--- config.mk ---
export PLATFORM = sky130hd
export DESIGN_NAME = cpu_mc
export DESIGN_NICKNAME = d
export VERILOG_FILES = /design/src/rtl/cpu_mc.sv
export SDC_FILE = /design/constraint.sdc
export NUM_CORES = 1
export LEC_CHECK = 0
export CAP_MARGIN = 20
export CORE_ASPECT_RATIO = 1.75
export CORE_MARGIN = 3
export CORE_UTILIZATION = 50
export DETAILED_ROUTE_END_ITERATION = 8
export DONT_BUFFER_PORTS = 1
export GPL_TIMING_DRIVEN = 0
export PLACE_DENSITY = 0.68
export REMOVE_ABC_BUFFERS = 1
export SLEW_MARGIN = 5
export SYNTH_ARGS = -nofsm -noshare
export SYNTH_HDL_FRONTEND = slang
export SYNTH_SLANG_ARGS = --single-unit
--- constraint.sdc ---
create_clock -name clk -period 7.6 [get_ports clk]
set_input_delay 1.52 -clock clk [delete_from_list [all_inputs] [get_ports clk]]
set_output_delay 1.52 -clock clk [all_outputs]
set_load 0.02 [all_outputs]
--- src/rtl/cpu_mc.sv ---
// Multi-cycle core: FETCH -> EXEC -> (MEM) -> FETCH, with ready/valid fetch and data ports.
// HALT is terminal until reset; r0 is hardwired to zero by never accepting writes.
module cpu_mc #(
   parameter int                    WORD_WIDTH  = 16,
   parameter int                    NUM_REGS    = 8,
   parameter logic [WORD_WIDTH-1:0] RESET_PC    = '0,
   parameter logic [WORD_WIDTH-1:0] STACK_BEGIN = WORD_WIDTH'(16'hF7FF)
) (
   input  logic                  clk,
   input  logic                  rst,
   input  logic                  en,
   output logic                  instr_req,
   output logic [WORD_WIDTH-1:0] instr_addr,
   input  logic                  instr_ready,
   input  logic [WORD_WIDTH-1:0] instr,
   output logic                  data_req,
   output logic                  data_we,
   output logic [WORD_WIDTH-1:0] data_addr,
   output logic [WORD_WIDTH-1:0] data_out,
   input  logic                  data_ready,
   input  logic [WORD_WIDTH-1:0] data_in,
   output logic [WORD_WIDTH-1:0] pc,
   output logic                  halted,
   output logic                  retire
);
   localparam int W  = WORD_WIDTH;
   localparam int RW = $clog2(NUM_REGS);
   localparam int IW = W - 4 - 2 * RW;

   localparam logic [3:0] OP_ADD  = 4'h0;
   localparam logic [3:0] OP_SUB  = 4'h1;
   localparam logic [3:0] OP_AND  = 4'h2;
   localparam logic [3:0] OP_OR   = 4'h3;
   localparam logic [3:0] OP_ADDI = 4'h4;
   localparam logic [3:0] OP_BEQ  = 4'h5;
   localparam logic [3:0] OP_LW   = 4'h6;
   localparam logic [3:0] OP_SW   = 4'h7;
   localparam logic [3:0] OP_J    = 4'h8;
   localparam logic [3:0] OP_JL   = 4'h9;
   localparam logic [3:0] OP_RTS  = 4'hA;
   localparam logic [3:0] OP_PUSH = 4'hB;
   localparam logic [3:0] OP_POP  = 4'hC;
   localparam logic [3:0] OP_HALT = 4'hF;

   typedef enum logic [1:0] {S_FETCH, S_EXEC, S_MEM, S_HALT} state_t;

   state_t         state;
   logic [W-1:0]   ir;
   logic [W-1:0]   pc_q;
   logic [W-1:0]   sp;
   logic [W-1:0]   lr;
   logic [W-1:0]   gpr [NUM_REGS];
   logic [W-1:0]   maddr;
   logic [W-1:0]   mwdata;
   logic           mwe;

   logic [3:0]     op;
   logic [RW-1:0]  rs, rt, rd;
   logic [W-1:0]   simm, jimm;
   logic [W-1:0]   va, vb, vd;
   logic [W-1:0]   pc_inc;
   logic           is_mem, is_store, is_load;

   assign op   = ir[W-1 -: 4];
   assign rs   = ir[3*RW-1 -: RW];
   assign rt   = ir[2*RW-1 -: RW];
   assign rd   = ir[RW-1:0];
   assign simm = {{(W-IW){ir[W-5]}}, ir[W-5:2*RW]};
   assign jimm = {{4{ir[W-5]}}, ir[W-5:0]};

   assign va     = gpr[rs];
   assign vb     = gpr[rt];
   assign vd     = gpr[rd];
   assign pc_inc = pc_q + W'(1);

   assign is_store = (op == OP_SW) || (op == OP_PUSH);
   assign is_load  = (op == OP_LW) || (op == OP_POP);
   assign is_mem   = is_store || is_load;

   logic [W-1:0] wb_val;
   logic         wb_en;
   logic [W-1:0] pc_nxt;
   logic         lr_wr;
   logic [W-1:0] ea;

   always_comb begin
      wb_val = '0;
      wb_en  = 1'b0;
      pc_nxt = pc_inc;
      lr_wr  = 1'b0;
      ea     = simm + vb;
      case (op)
         OP_ADD:  begin wb_en = 1'b1; wb_val = va + vb; end
         OP_SUB:  begin wb_en = 1'b1; wb_val = va - vb; end
         OP_AND:  begin wb_en = 1'b1; wb_val = va & vb; end
         OP_OR:   begin wb_en = 1'b1; wb_val = va | vb; end
         OP_ADDI: begin wb_en = 1'b1; wb_val = simm + vb; end
         OP_BEQ:  if (vb == vd) pc_nxt = pc_inc + simm;
         OP_J:    pc_nxt = jimm;
         OP_JL:   begin pc_nxt = jimm; lr_wr = 1'b1; end
         OP_RTS:  pc_nxt = lr;
         OP_PUSH: ea = sp;
         OP_POP:  ea = sp + W'(1);
         default: ;
      endcase
   end

   // The access is captured on entry to MEM so the bus stays stable across wait states.
   always_ff @(posedge clk or posedge rst) begin
      if (rst) begin
         state  <= S_FETCH;
         ir     <= '0;
         pc_q   <= RESET_PC;
         sp     <= STACK_BEGIN;
         lr     <= '0;
         maddr  <= '0;
         mwdata <= '0;
         mwe    <= 1'b0;
         for (int i = 0; i < NUM_REGS; i++) gpr[i] <= '0;
      end else begin
         case (state)
            S_FETCH: begin
               if (instr_ready) begin
                  ir    <= instr;
                  state <= S_EXEC;
               end
            end
            S_EXEC: begin
               if (en) begin
                  if (is_mem) begin
                     maddr  <= ea;
                     mwdata <= vd;
                     mwe    <= is_store;
                     state  <= S_MEM;
                  end else if (op == OP_HALT) begin
                     state <= S_HALT;
                  end else begin
                     if (wb_en && rd != '0) gpr[rd] <= wb_val;
                     if (lr_wr) lr <= pc_inc;
                     pc_q  <= pc_nxt;
                     state <= S_FETCH;
                  end
               end
            end
            S_MEM: begin
               if (data_ready) begin
                  if (is_load && rd != '0) gpr[rd] <= data_in;
                  if (op == OP_PUSH) sp <= sp - W'(1);
                  if (op == OP_POP)  sp <= sp + W'(1);
                  pc_q  <= pc_inc;
                  state <= S_FETCH;
               end
            end
            default: state <= S_HALT;
         endcase
      end
   end

   assign instr_req  = (state == S_FETCH);
   assign instr_addr = pc_q;
   assign data_req   = (state == S_MEM);
   assign data_we    = (state == S_MEM) && mwe;
   assign data_addr  = maddr;
   assign data_out   = mwdata;
   assign pc         = pc_q;
   assign halted     = (state == S_HALT);
   assign retire     = ((state == S_EXEC) && en && !is_mem && (op != OP_HALT)) ||
                       ((state == S_MEM) && data_ready);
endmodule

Yosys cells after proc, flatten, opt, wreduce, memory -nomap -nowiden
Cells that the tools add are included.
- $add $sub $neg: 7
- multipliers: 0
- div/mod/pow operators: 0
- order comparisons: 4
- equality and inequality tests: 25
- shift-type cells: 0
- multiplexer cells: 39
- bitwise logic cells: 7
- reduce and logical (&&, ||, !) cells: 27
- operators with widths (cell ; count):
    128-bit two-way mux ; 6
    128-bit bitwise mux ; 2
    128-bit case mux with 2 select lines ; 1
    16-bit two-way mux ; 14
    16-bit binary-select mux with 3-bit select ; 3
    16-bit case mux with 5 select lines ; 1
    16-bit case mux with 2 select lines ; 2
    16-bit adder ; 3
    16-bit demux with 3-bit select ; 1
    16-bit case mux with 3 select lines ; 1
    16-bit by 1-bit adder with 16-bit output, second input constant ; 2
    4-bit equality test, second input constant ; 6
    16-bit bitwise AND ; 1
    16-bit equality test ; 1
    4-bit by 3-bit equality test with 1-bit output, second input constant ; 4
    16-bit bitwise OR ; 1
    16-bit by 1-bit subtractor with 16-bit output, second input constant ; 1
    16-bit subtractor ; 1
    4-bit greater-or-equal comparator, second input constant ; 3
    3-bit inverter with 4-bit output ; 3
    2-bit two-way mux ; 5
    5-bit AND reduction ; 2
    3-bit AND reduction ; 3
    4-bit by 2-bit equality test with 1-bit output, second input constant ; 2
    21 further kinds ; 40
- register bits after elaboration: 227
- latch bits: 0
- RAM bits: 0
- memory bits (read-only): 0
- bits of input ports: 37
- output and inout port bits: 69
- memories: 0

Longest topological paths before layout
- depth in word-level cells: 12
- gate-level depth with buffers: 20
- gate-level depth less buffers: 17

Worst setup path after synthesis
OpenSTA, ideal clock, no wires.
- path kind: register -> register
- start: register ir[6]
- end: register gpr[108] (netlist name)
- library setup time: 125 ps
- data arrival time: 4684 ps
- data required time: 7475 ps
- setup slack: 2791 ps
- cell stages (with the launch flop): 16
- path buffers: 3
- period minus slack after synthesis: 4809 ps
- path through: dfrtp_1 clkbuf_1 buf_2 buf_1 mux4_2 mux2_2 ha_1 a21oi_1 nand2b_1 or3_1 o21ai_0 o311ai_0 xor2_1 a221oi_1 nor2_1 mux2_2
- longest elaborated chain between the ends: 12
- elaborated cells between the ends (all ways): 16
- those cells by class: add/sub: 3; mux: 10; bitwise: 3
- RTL lines (item ; line ; text):
    start: declaration ; 48 ; logic [W-1:0] ir;
    start signal: assignment ; 124 ; ir <= instr;
    3-bit inverter with 4-bit output (not written as such) ; 71 ; assign va = gpr[rs];
    16-bit binary-select mux with 3-bit select ; 71 ;
    16-bit two-way mux (not written as such) (2 in a row) ; 71 ;
    16-bit subtractor, or another cell as far along ; 94 ; OP_SUB: begin wb_en = 1'b1; wb_val = va - vb; end
    16-bit case mux with 5 select lines (*) ; 92 ; case (op)
    128-bit bitwise mux (*) ; 138 ; if (wb_en && rd != '0) gpr[rd] <= wb_val;
    128-bit two-way mux (*) ; 138 ;
    128-bit two-way mux (*) ; 135 ; end else if (op == OP_HALT) begin
    128-bit two-way mux (*) ; 130 ; if (is_mem) begin
    128-bit two-way mux (*) ; 129 ; if (en) begin
    128-bit case mux with 2 select lines (*) ; 121 ; case (state)
    end signal: indexed assignment ; 138 ;
    end signal: indexed assignment ; 147 ; if (is_load && rd != '0) gpr[rd] <= data_in;
    end: declaration ; 52 ; logic [W-1:0] gpr [NUM_REGS];
Every way passes the cells marked *; elsewhere a longest branch is shown, timed or not. The select of a mux whose other input is x is not followed.
A chain may end at the register's enable or synchronous reset.

Final worst setup path
- start: register ir[5]
- end: register gpr[108] (netlist name)
- longest elaborated chain between the ends: 12
- elaborated cells between the ends (all ways): 16
- those cells by class: add/sub: 3; mux: 10; bitwise: 3
- RTL lines (item ; line ; text):
    3-bit inverter with 4-bit output (not written as such) (*) ; 72 ; assign vb = gpr[rt];
    16-bit binary-select mux with 3-bit select (*) ; 72 ;
    16-bit two-way mux (not written as such) (*) (2 in a row) ; 72 ;
    16-bit adder, or another cell as far along ; 97 ; OP_ADDI: begin wb_en = 1'b1; wb_val = simm + vb; end
    16-bit case mux with 5 select lines (*) ; 92 ;
    128-bit bitwise mux (*) ; 138 ;
    128-bit two-way mux (*) ; 138 ;
    128-bit two-way mux (*) ; 135 ;
    128-bit two-way mux (*) ; 130 ;
    128-bit two-way mux (*) ; 129 ;
    128-bit case mux with 2 select lines (*) ; 121 ;
Marks and branches as above.

==> results.json <==
{
  "yosysUniqueCellTypes": 81,
  "final_max_slew_viol_count": 0,
  "drive_gt1_share_pct": 18.1,
  "clk_latency_ns": 0.54,
  "yosys.area_share.simple_pct": 13.8,
  "synth_top_family_by_area": "multiplexers",
  "post_cts_resized": 0,
  "dieWidth_um": 143,
  "antennaDiodeCount": 0,
  "cts-htree-levels": 1,
  "dr_total_vias": 13800,
  "synth-seq-cells": 227,
  "critPathLaunchType": "register",
  "avgSynthCellArea_sq_um": 9.69,
  "slew_headroom_pct": 6.07,
  "netlist.top_cell.by_area": "dfrtp_1",
  "min_period_ns": 6.53,
  "crit_fanout": 28,
  "min_period_over_period_pct": 85.9,
  "cts_setup_buffers": 0,
  "rsz0062_at_grt": "no",
  "grt_pass1_vias": 13700,
  "core.rowCount": 87,
  "path_buf_inv": 0,
  "clk_pin_slew_worst_paths_ns": 0.07,
  "synth_edf_count": 0,
  "crit_family": "compound AO/OA/AOI/OAI gates",
  "ys_seq_area_share_pct": 34.6,
  "post-place-ws_ns": 1.22,
  "yosys_warnings": 0,
  "die-area_sq_um": 35200,
  "core_area_sq_um": 32300,
  "grt_use_total_pct": 28.4,
  "skew_ns": 0.0165,
  "run_status": "completed",
  "dr.first_iter.drc_count": 1118,
  "synth_compound_area_share_pct": 16.6,
  "hold_path_class": "reg -> reg",
  "tightest_slew_ns": 1.41,
  "gp_congestion": 0.950,
  "syn_inst": 1698,
  "hpwl_um": 37200,
  "netlist_area_sq_um": 16500,
  "fin_setup_tns_ns": 0,
  "io_buffers": 0,
  "drt-total-wl_um": 50900,
  "cp.required_ns": 8.02,
  "worstPathCellList": "mux4_2, mux2i_1, o21ai_1, or3_1, o21ai_0, xnor2_1, ha_1, a21oi_1, nand2b_1, or3_1, o21ai_0, o311ai_0, xor2_1, a221oi_1, nor2_1, mux2_2",
  "hold_viol": 0,
  "die_h_um": 246,
  "cts-root-to-sink-buffers": 3,
  "synthArstFlopShare_pct": 100,
  "num_io_pins": 106,
  "synth_fa_ha_area_share_pct": 4.24,
  "root_buffer": "clkbuf_16",
  "yosysTopAreaCellShare_pct": 32.2,
  "grt-ovfl-total": 0,
  "grt_pass1_wl_um": 77800,
  "vias_per_cell": 6.77,
  "cts_hold_buf": 0,
  "synth_area_leaders": "dfrtp_1 32%, mux4_2 10%, mux2_2 6.6%, nand2_1 4.0%, ha_1 3.9%",
  "wl_per_cell_um": 25.0,
  "critical_path_class": "reg -> reg",
  "numCtsBuffers": 23,
  "fmax_mhz": 153,
  "cts_tree": "yes",
  "nNetsFinal": 1717,
  "ant_nets": 0,
  "setup_viol": 0,
  "synth_mux_area_share_pct": 20.9,
  "drc_errors": 0,
  "clock-sinks": 227,
  "arrival_ns": 6.95,
  "synth_commonest_cells": "212 x dfrtp_1, 175 x nand2_1, 124 x nor2_1, 113 x a21oi_1, 108 x o21ai_0",
  "grt_max_degree": 123,
  "ys.flop_type": "dfrtp_1",
  "antenna_found_initial": 0,
  "drv_cap": 0,
  "setup_slack_ns": 1.07,
  "critPathMaxStageDelay_ns": 1.01,
  "synth.most_common_cell": "dfrtp_1",
  "cp-end-kind": "register",
  "synth_xor_area_share_pct": 4.90,
  "syn_to_final_growth_pct": 7.50,
  "cp_slowest_cell": "a221oi_1",
  "firstDrtPassIters": 5,
  "hold_slack_ns": 0.425,
  "start_util_pct": 50.9
}
[metal layers]
layer	track usage [%]	vias to the layer above	part of all wire [%]	wire [um]
met5	0	-	0	0
met4	19.0	0	7.8	3950
met3	4.39	223	6.1	3100
met2	49.3	599	50	25700
met1	31.6	6870	36	18200
li1	-	6133	-	-
[registers in the layout (all words and copies together), names as in the netlist]
signal / flops
data_out: 16
sp: 16
lr: 16
ir: 16
instr_addr: 16
gpr: 128
mwe: 1
state: 2
data_addr: 16
[path summary, 6_finish.rpt]
check | to | slack, ns | from | cells after the start
min in group asynchronous | ir[5]$_DFFE_PP0P_ | 0.96 | rst | 1
worst min register to register | gpr[119]$_DFFE_PP0P_ | 0.43 | gpr[119]$_DFFE_PP0P_ | 0
worst max-delay path | gpr[108]$_DFFE_PP0P_ | 1.07 | ir[5]$_DFFE_PP0P_ | 16
worst min-delay path | gpr[119]$_DFFE_PP0P_ | 0.43 | gpr[119]$_DFFE_PP0P_ | 0
worst max register to register | gpr[108]$_DFFE_PP0P_ | 1.07 | ir[5]$_DFFE_PP0P_ | 16
max in group asynchronous | ir[1]$_DFFE_PP0P_ | 5.39 | rst | 2
[stage by stage]
| stage | instance area, sq um | cells | utilization [%] |
|---|---|---|---|
| floorplan | 15900 | 1569 | - |
| global placement | 16400 | 1969 | 50.6 |
| detailed placement | 16800 | 1997 | 52.1 |
| CTS | 17600 | 2037 | 54.5 |
| global route | 17700 | 2041 | 54.7 |
| finish | 17700 | 2041 | 54.7 |
[cell usage in the layout (no fill, tap or decap), types with 6 or more instances in the layout]
master and count:
buf_4 8, xnor2_1 64, a221oi_1 35, nor3_1 28, or3_1 11, mux2_2 96, nor2_1 118, buf_8 7
nor2b_1 17, nand4_1 8, clkbuf_16 23, and3_1 19, a22oi_1 12, dfrtp_1 205, o21ai_0 108, a21o_1 11
nand2_1 175, xor2_1 28, nor2_2 7, o22ai_1 6, dfrtp_2 7, mux2_1 7, inv_1 54, a221o_1 10
o211ai_1 13, mux4_2 76, nand2b_1 16, buf_6 7, nand3_1 42, ha_1 51, and2_1 11, o31ai_1 16
clkbuf_1 6, a31oi_1 27, a21oi_1 113, a211oi_1 6, dfstp_2 15, mux2i_1 42, o21a_1 12
[area by class of cell]
class                      instances  area, sq um
clock inverter                     7          139
fill                            2800        14600
inverter                          55          214
tap                              400          500
timing repair buffer              32          462
multi-input combinational       1287        10000
sequential                       227         5710
clock buffer                      33          653
[cell families (layout without fill, tap and decap cells)]
family	after synthesis	after routing
xor+xnor	92	92
mux	229	229
simple gates	488	488
compound gates	424	424
flops	227	227
fa+ha+maj	54	54
buf+inv	184	127
[worst reg2reg max path, cell delays in order (launching register included)]
cell	delay, ns
dfrtp_2	0.99
mux4_2	0.46
mux2i_1	0.39
o21ai_1	0.20
or3_1	0.48
o21ai_0	0.24
xnor2_1	0.10
ha_1	0.38
a21oi_1	0.30
nand2b_1	0.10
or3_1	0.30
o21ai_0	0.47
o311ai_0	0.27
xor2_1	0.19
a221oi_1	1.01
nor2_1	0.19
mux2_2	0.33
Power is left out: the tool's default activity adds up to more than one toggle a clock period on the data nets, which glitch-free logic cannot reach.
